==> config.mk <==
export PLATFORM = sky130hd
export DESIGN_NAME = id_exe_stage
export DESIGN_NICKNAME = d
export VERILOG_FILES = /design/src/rtl/id_exe_stage.sv
export SDC_FILE = /design/constraint.sdc
export NUM_CORES = 1
export LEC_CHECK = 0
export CELL_PAD_IN_SITES_DETAIL_PLACEMENT = 0
export CELL_PAD_IN_SITES_GLOBAL_PLACEMENT = 1
export CORE_MARGIN = 1.5
export CORE_UTILIZATION = 30
export DETAILED_ROUTE_END_ITERATION = 12
export PLACE_DENSITY = 0.86
export SLEW_MARGIN = 20
export SYNTH_ARGS = -nofsm -noshare
export SYNTH_HDL_FRONTEND = slang
export SYNTH_SLANG_ARGS = --single-unit
==> constraint.sdc <==
create_clock -name clk_i -period 3.2 [get_ports clk_i]
set_input_delay 0.64 -clock clk_i [delete_from_list [all_inputs] [get_ports clk_i]]
set_output_delay 0.64 -clock clk_i [all_outputs]
set_load 0.01 [all_outputs]
==> src/rtl/id_exe_stage.sv <==
// id_exe_stage: ID->EXE pipeline register for the bexkat1 pipeline.
// Selects forwarded operands, latches the ID instruction into EXE, inserts a
// single bubble on a load-use hazard, honours flush and downstream stall, and
// keeps a saturating count of cycles in which ID was told to hold.
module id_exe_stage #(
   parameter int          WIDTH  = 32,
   parameter logic [63:0] NOP_IR = 64'h0,
   parameter int          CNT_W  = 16
) (
   input  logic             clk_i,
   input  logic             rst_i,
   input  logic             flush_i,
   input  logic             stall_i,
   input  logic [63:0]      id_ir,
   input  logic [1:0]       id_reg_write,
   input  logic [WIDTH-1:0] id_pc,
   input  logic [WIDTH-1:0] id_reg_data1,
   input  logic [WIDTH-1:0] id_reg_data2,
   input  logic [1:0]       hazard1,
   input  logic [1:0]       hazard2,
   input  logic [WIDTH-1:0] exe_result_i,
   input  logic [WIDTH-1:0] mem_result_i,
   input  logic             exe_mem_read_i,
   output logic [63:0]      exe_ir,
   output logic [1:0]       exe_reg_write,
   output logic [WIDTH-1:0] exe_pc,
   output logic [WIDTH-1:0] exe_data1,
   output logic [WIDTH-1:0] exe_data2,
   output logic             id_stall_o,
   output logic [CNT_W-1:0] stall_count_o
);

   // Forwarder codes: 1 = value sits in MEM, 2 = value sits in EXE, else regfile.
   localparam logic [1:0] FWD_MEM = 2'd1;
   localparam logic [1:0] FWD_EXE = 2'd2;

   // RUN: normal flow. LDSTALL: the bubble for a load-use has just been
   // issued, so the dependent instruction must now be latched unconditionally.
   typedef enum logic {
      RUN     = 1'b0,
      LDSTALL = 1'b1
   } state_e;

   state_e           state_q, state_d;
   logic [63:0]      ir_q, ir_d;
   logic [1:0]       rw_q, rw_d;
   logic [WIDTH-1:0] pc_q, pc_d;
   logic [WIDTH-1:0] d1_q, d1_d;
   logic [WIDTH-1:0] d2_q, d2_d;
   logic [CNT_W-1:0] cnt_q, cnt_d;

   logic [WIDTH-1:0] op1, op2;
   logic             load_use;
   logic             id_stall;
   logic             cnt_full;

   // Operand selection; MEM-vs-EXE priority has already been resolved upstream.
   always_comb begin
      op1 = id_reg_data1;
      op2 = id_reg_data2;
      case (hazard1)
         FWD_MEM: op1 = mem_result_i;
         FWD_EXE: op1 = exe_result_i;
         default: op1 = id_reg_data1;
      endcase
      case (hazard2)
         FWD_MEM: op2 = mem_result_i;
         FWD_EXE: op2 = exe_result_i;
         default: op2 = id_reg_data2;
      endcase
   end

   // A load in EXE has no result on exe_result_i yet, so an EXE-forwarded
   // operand from it is a load-use hazard; in LDSTALL the load has moved on
   // to MEM and the forwarder reports it there instead.
   always_comb begin
      load_use = exe_mem_read_i
                 & ((hazard1 == FWD_EXE) | (hazard2 == FWD_EXE))
                 & (state_q == RUN);
      // Held low during reset; flush overrides any stall request.
      id_stall = rst_i & ~flush_i & (stall_i | load_use);
      cnt_full = &cnt_q;
   end

   assign id_stall_o = id_stall;

   // Next-state / next-register selection in priority flush > stall > load-use > latch.
   always_comb begin
      state_d = state_q;
      ir_d    = ir_q;
      rw_d    = rw_q;
      pc_d    = pc_q;
      d1_d    = d1_q;
      d2_d    = d2_q;
      if (flush_i) begin
         // Squash: bubble into EXE, pc/data are don't-care and left as is.
         ir_d    = NOP_IR;
         rw_d    = 2'b00;
         state_d = RUN;
      end else if (stall_i) begin
         // Downstream hold: keep everything, including the FSM state.
         state_d = state_q;
      end else if (load_use) begin
         // Bubble carries no write enable so no false EXE hazard appears next cycle.
         ir_d    = NOP_IR;
         rw_d    = 2'b00;
         state_d = LDSTALL;
      end else begin
         ir_d    = id_ir;
         rw_d    = id_reg_write;
         pc_d    = id_pc;
         d1_d    = op1;
         d2_d    = op2;
         state_d = RUN;
      end
   end

   // Saturating stall-cycle counter.
   always_comb begin
      cnt_d = cnt_q;
      if (id_stall && !cnt_full) begin
         cnt_d = cnt_q + CNT_W'(1);
      end
   end

   // EXE pipeline registers, FSM state and counter.
   always_ff @(posedge clk_i or negedge rst_i) begin
      if (!rst_i) begin
         state_q <= RUN;
         ir_q    <= NOP_IR;
         rw_q    <= 2'b00;
         pc_q    <= '0;
         d1_q    <= '0;
         d2_q    <= '0;
         cnt_q   <= '0;
      end else begin
         state_q <= state_d;
         ir_q    <= ir_d;
         rw_q    <= rw_d;
         pc_q    <= pc_d;
         d1_q    <= d1_d;
         d2_q    <= d2_d;
         cnt_q   <= cnt_d;
      end
   end

   assign exe_ir        = ir_q;
   assign exe_reg_write = rw_q;
   assign exe_pc        = pc_q;
   assign exe_data1     = d1_q;
   assign exe_data2     = d2_q;
   assign stall_count_o = cnt_q;

endmodule

# Yosys cells after proc, flatten, opt, wreduce, memory -nomap -nowiden
# Cells that the tools add are included.
word_totals:
  reg_bits: 179
  output_inout_bits: 179
  wordCells: 38
classes:
  n_addsub: 1
  n_eq_ne: 5
  n_mux: 11
  bitwise: 10
  n_reduce_logical: 4
op_table:
  columns: ["cell", "count"]
  rows:
  - ["$mux 64", 3]
  - ["$pmux 32 s2", 2]
  - ["$add 16x1->16 const B", 1]
  - ["$reduce_and 16->1", 1]
  - ["$mux 2", 3]
  - ["$and 1x1->1", 4]
  - ["$eq 2x1->1 const B", 2]
  - ["$eq 2x2->1 const B", 2]
  - ["$not 1->1", 4]
  - ["$mux 1", 3]
  - ["$reduce_and 3->1", 1]
  - ["$ne 2x2->1 const B", 1]
  - ["$or 1x1->1", 2]
  - ["$logic_and 1x1->1", 1]
  - ["$logic_not 1->1", 1]

# Logic depth before layout (Yosys ltp)
logic_depth:
  depth_word: 7
  ltp_mapped: 10

# Worst setup path before layout
# Ideal clock, no wire load.
synth_path:
  path_kind: "input port to output port"
  from: "in hazard1[0]"
  to: "out id_stall_o"
  t_arrival_ns: 1.593
  required_ns: 2.560
  setup_slack_ns: 0.967
  stages: 8
  n_path_buf: 3
  cell_sequence: "inv_1 ha_1 buf_2 nor2_2 o21a_1 buf_6 buf_8 nor2_1"
synth_between:
  elab_chain_cells: 6
synth_lines:
  columns: ["element", "line_no", "source"]
  rows:
  - ["from (decl)", "19", "input logic [1:0] hazard1,"]
  - ["$eq 2x2->1", "78", "& ((hazard1 == FWD_EXE) | (hazard2 == FWD_EXE))"]
  - ["$or 1x1->1", "78", null]
  - ["$and 1x1->1", "78", null]
  - ["$and 1x1->1", "79", "& (state_q == RUN);"]
  - ["$or 1x1->1", "81", "id_stall = rst_i & ~flush_i & (stall_i | load_use);"]
  - ["$and 1x1->1", "81", null]
  - ["to (decl)", "29", "output logic id_stall_o,"]
# No other way between the ends.

# Final worst setup path
layout_path:
  from: "in hazard2[0]"
  to: "out id_stall_o"
layout_between:
  elab_chain_cells: 6
layout_lines:
  columns: ["element", "line_no", "source"]
  rows:
  - ["from (decl)", "20", "input logic [1:0] hazard2,"]
  - ["$eq 2x2->1", "78", null]
  - ["$or 1x1->1", "78", null]
  - ["$and 1x1->1", "78", null]
  - ["$and 1x1->1", "79", null]
  - ["$or 1x1->1", "81", null]
  - ["$and 1x1->1", "81", null]
# No other way between the ends.

==> summary.md <==
| Metric | Value |
|---|---|
| Number of gates resized after cts | `0` |
| Path category of the worst min-delay check | `primary input to async pin` |
| Proportion of register bits with asynchronous set or reset after synthesis | `100%` |
| Count of filler cells inserted in the layout | `2,401` |
| Peak supply drop | `370 uV` |
| Max_cap viols | `0` |
| Met1 usage in global routing | `24.0%` |
| Kind of cell adding the most delay to the critical path | `buffers and inverters` |
| Via count of the routed design | `7,357` |
| Routed Wire Length | `27.9 mm` |
| Final setup violation count | `0` |
| Area added between synthesis and finish | `63.9%` |
| Wire length of the first global-routing pass | `between 40 and 50 mm` |
| Number of buffers created by CTS | `17` |
| Met3 GRT Util | `6.72%` |
| Path depth of the worst reg2reg path | `5` |
| Buffers on Ports | `approximately 410` |
| Share of layout cells above drive strength 1 | `8.57%` |
| Global placement routability congestion | `just over 0.8` |
| Die Outline Area | `27,600 sq um` |
| Post-DRT Antenna Nets | `0` |
| Starting DRC count in detailed routing | `around 500` |
| Yosys reg bits | `179` |
| Mean routed wirelength per cell | `18.8 microns` |
| Number of enable flip-flop cells after synthesis | `0` |
| Setup Buffers After CTS | `0` |
| DIE WIDTH | `166 microns` |
| Maximum clock rate | `roughly 330 MHz` |
| Synth top area share | `56.2%` |
| Summed negative setup slack over all endpoints | `0 ns` |
| Total gr overflow | `0` |
| Largest area contributor in the netlist | `dfrtp_1` |
| Aggregate global-route resource usage | `19.9%` |
| Initial cell density of the core | `a little under a third` |
| Via count of the first global-routing pass | `about 7,500` |
| Depth of the CTS H-tree | `4` |
| Leakage power total | `~5.5 nW` |
| Clock Root Buffer | `clkbuf_16` |
| GR Util met2 | `roughly a third` |
| Largest clock skew in the final design | `0.00941 ns` |
| Worst slew slack as a fraction of its limit | `a little under half` |
| Later-pin clock latency in the skew report | `0.42 ns` |
| Part of the cycle the worst path needs | `95.6%` |
| Mapped Avg Cell Area | `10.7 sq um` |
| Worst setup slack for register-to-register paths | `1.37 ns` |
| Shortest clock period the worst path allows after layout | `approximately 3 ns` |
| Capturing element type of the critical path | `output port` |
| Slowest-stage cell, CP | `clkdlybuf4s50_1` |
| Buffers and inverters on the worst path | `3` |
| Pre-Repair DR Iteration Count | `5` |
| Slew of the pin with the lowest slew margin | `0.796 ns` |
| Number of warnings reported in the yosys synthesis log | `0` |
| Setup repair after global routing missed its margin | `no` |
| FF-to-FF Start | `state_q` |
| Most utilized layer in the global route result | `met2` |
| Kind of critical path | `primary input to output port` |
| Via-per-instance ratio | `4.97` |
| Post-synthesis net count | `982` |
| Result of the run | `finished clean` |
| Synth top area cells | `dfrtp_1 (56%), a22o_1 (7.2%), a22oi_1 (6.0%)` |
| Maximum fanout along the worst path | `2` |
| Endpoint of the worst register-to-register path | `stall_count_o[1]` |
| Pwr dens | `512 nW/um^2` |
| Critical path's largest stage delay | `0.48 ns` |
| CP cell instances | `clkdlybuf4s50_1 > inv_1 > ha_2 > nor2_2 > o21a_1 > nor2_1 > clkdlybuf4s50_1` |
| HPWL after DPL | `20.5 mm` |
| Part of the Yosys area used for sequential elements | `a little under three fifths` |
| Top_reg_cell synth | `dfrtp_1` |
| Clk sink count | `179` |
| Quantity of hold-fixing buffers added after cts | `0` |
| Pin count of the biggest net entering global routing | `between 100 and 150` |
| Final layout net count | `roughly 1,400` |
| Crit path arrival time | `about 2.4 ns` |
| Total count of hold-check failures in the final report | `0` |
| Non-filler instance count after layout | `1,480` |
| Clock tree from TritonCTS | `yes` |
| I/O pin cnt | `414` |
| Clock transition at the registers of the reported paths | `roughly 0.080 ns` |
| Total count of max-transition violations in the final report | `0` |
| Hold_ws | `0.280 ns` |
| Chip Height | `166 microns` |
| Placement row count | `59` |
| Worst path required time | `~2.6 ns` |
| Initial antenna violation count | `2` |
| Yosys cell types | `35` |
| Post-Syn Area | `7980 sq um` |
| CTS Buffer Depth | `2` |
| Synthesized instance count | `742` |
| Placed Cells incl. Taps | `~1,400` |
| Most used cell along the critical path | `clkdlybuf4s50_1` |
| Worst setup SP type | `primary input` |
| Core region area | `26,100 sq um` |
| Util after Layout | `about 50%` |
| Drc violations | `0` |
state kept, by name (all words and copies together), names as in the netlist:
register / count
exe_pc: 32
stall_count_o: 16
exe_data2: 32
state_q: 1
exe_ir: 64
exe_data1: 32
exe_reg_write: 2
layer usage:
metal  share of wire, %  wire length [microns]  vias to the layer above
li1                   -                      -                     3473
met1                 41                  11300                     3525
met2                 48                  13400                      327
met3                8.8                   2440                       32
met4                2.4                    655                        0
met5                  0                      0                        -
worst register-to-register path: stages, from the launching register on:
cell	delay, ns
dfrtp_1	0.38
nand2b_1	0.19
o21a_1	0.22
buf_4	0.21
nor3_1	0.33
mux2_2	0.38
layout by cell type, fill, tap and decap left out, types with 5 or more instances in the layout:
cell and instances:
clkdlybuf4s50_1 412, dfrtp_1 179, nand2_1 70, nor2_1 66, a22o_1 66, o21ai_0 66
a22oi_1 64, a21oi_1 64, mux2_2 28, clkbuf_16 17, buf_4 14, xor2_1 13
nor4_2 8, mux2_1 7, buf_12 7, inv_1 6, nand4_1 6, and2_1 5
nand3_1 5
metrics by stage:
step                      area (sq um)  worst slack (ns)  power [mW]
after floorplan                   7980             0.967        3.41
after global placement           12500             0.165        4.55
after detailed placement         12500             0.149        4.58
after CTS                        13100             0.151        6.78
after global routing             13100            0.0583        7.03
final                            13100             0.141        6.69
logic make-up after synthesis:
logic type / Yosys count / share of synthesized area [%]
simple gates: 176 / 10.4
compound gates: 263 / 21.8
flops: 179 / 56.2
fa+ha+maj: 5 / 0.784
buf+inv: 71 / 4.47
mux: 35 / 4.94
xor+xnor: 13 / 1.43
synthesized netlist by cell type, types with 2 or more instances:
cell and instances:
inv_1 6, xor2_1 13, buf_1 6, a22oi_1 64, nor3_1 2, and4_1 2, buf_4 4, nand4_1 6
nand3_1 5, clkbuf_1 33, mux2_2 28, nor4_2 8, buf_2 15, buf_6 6, a21oi_1 64, o21ai_0 66
nand2_1 70, nor4_1 4, ha_1 5, dfrtp_1 179, nor2_1 67, a22o_1 66, mux2_1 7, and2_1 5
worst max-delay path by stage:
stage,from,cells past startpoint,slack (ns),end
floorplan,hazard1[0],8,0.97,id_stall_o
global placement,hazard2[0],7,0.16,id_stall_o
detailed placement,hazard2[0],7,0.15,id_stall_o
CTS,hazard2[0],7,0.15,id_stall_o
global route,hazard2[0],7,0.06,id_stall_o
finish,hazard2[0],7,0.14,id_stall_o
cell type report:
type,instances,area (sq um),area share [%]
antenna,2,5.00,0.0383
clock buffer,17,425,3.25
clock inverter,15,180,1.38
inverter,6,22.5,0.172
multi-input combinational,492,3160,24.2
sequential,179,4480,34.3
tap,335,419,3.21
timing repair buffer,434,4380,33.5
power breakdown:
part / switching, mW / internal (mW)
combinational: 0.751 / 1.01
clock: 1.10 / 1.07
sequential: 0.192 / 2.56
(Power assumes the default switching activity.)
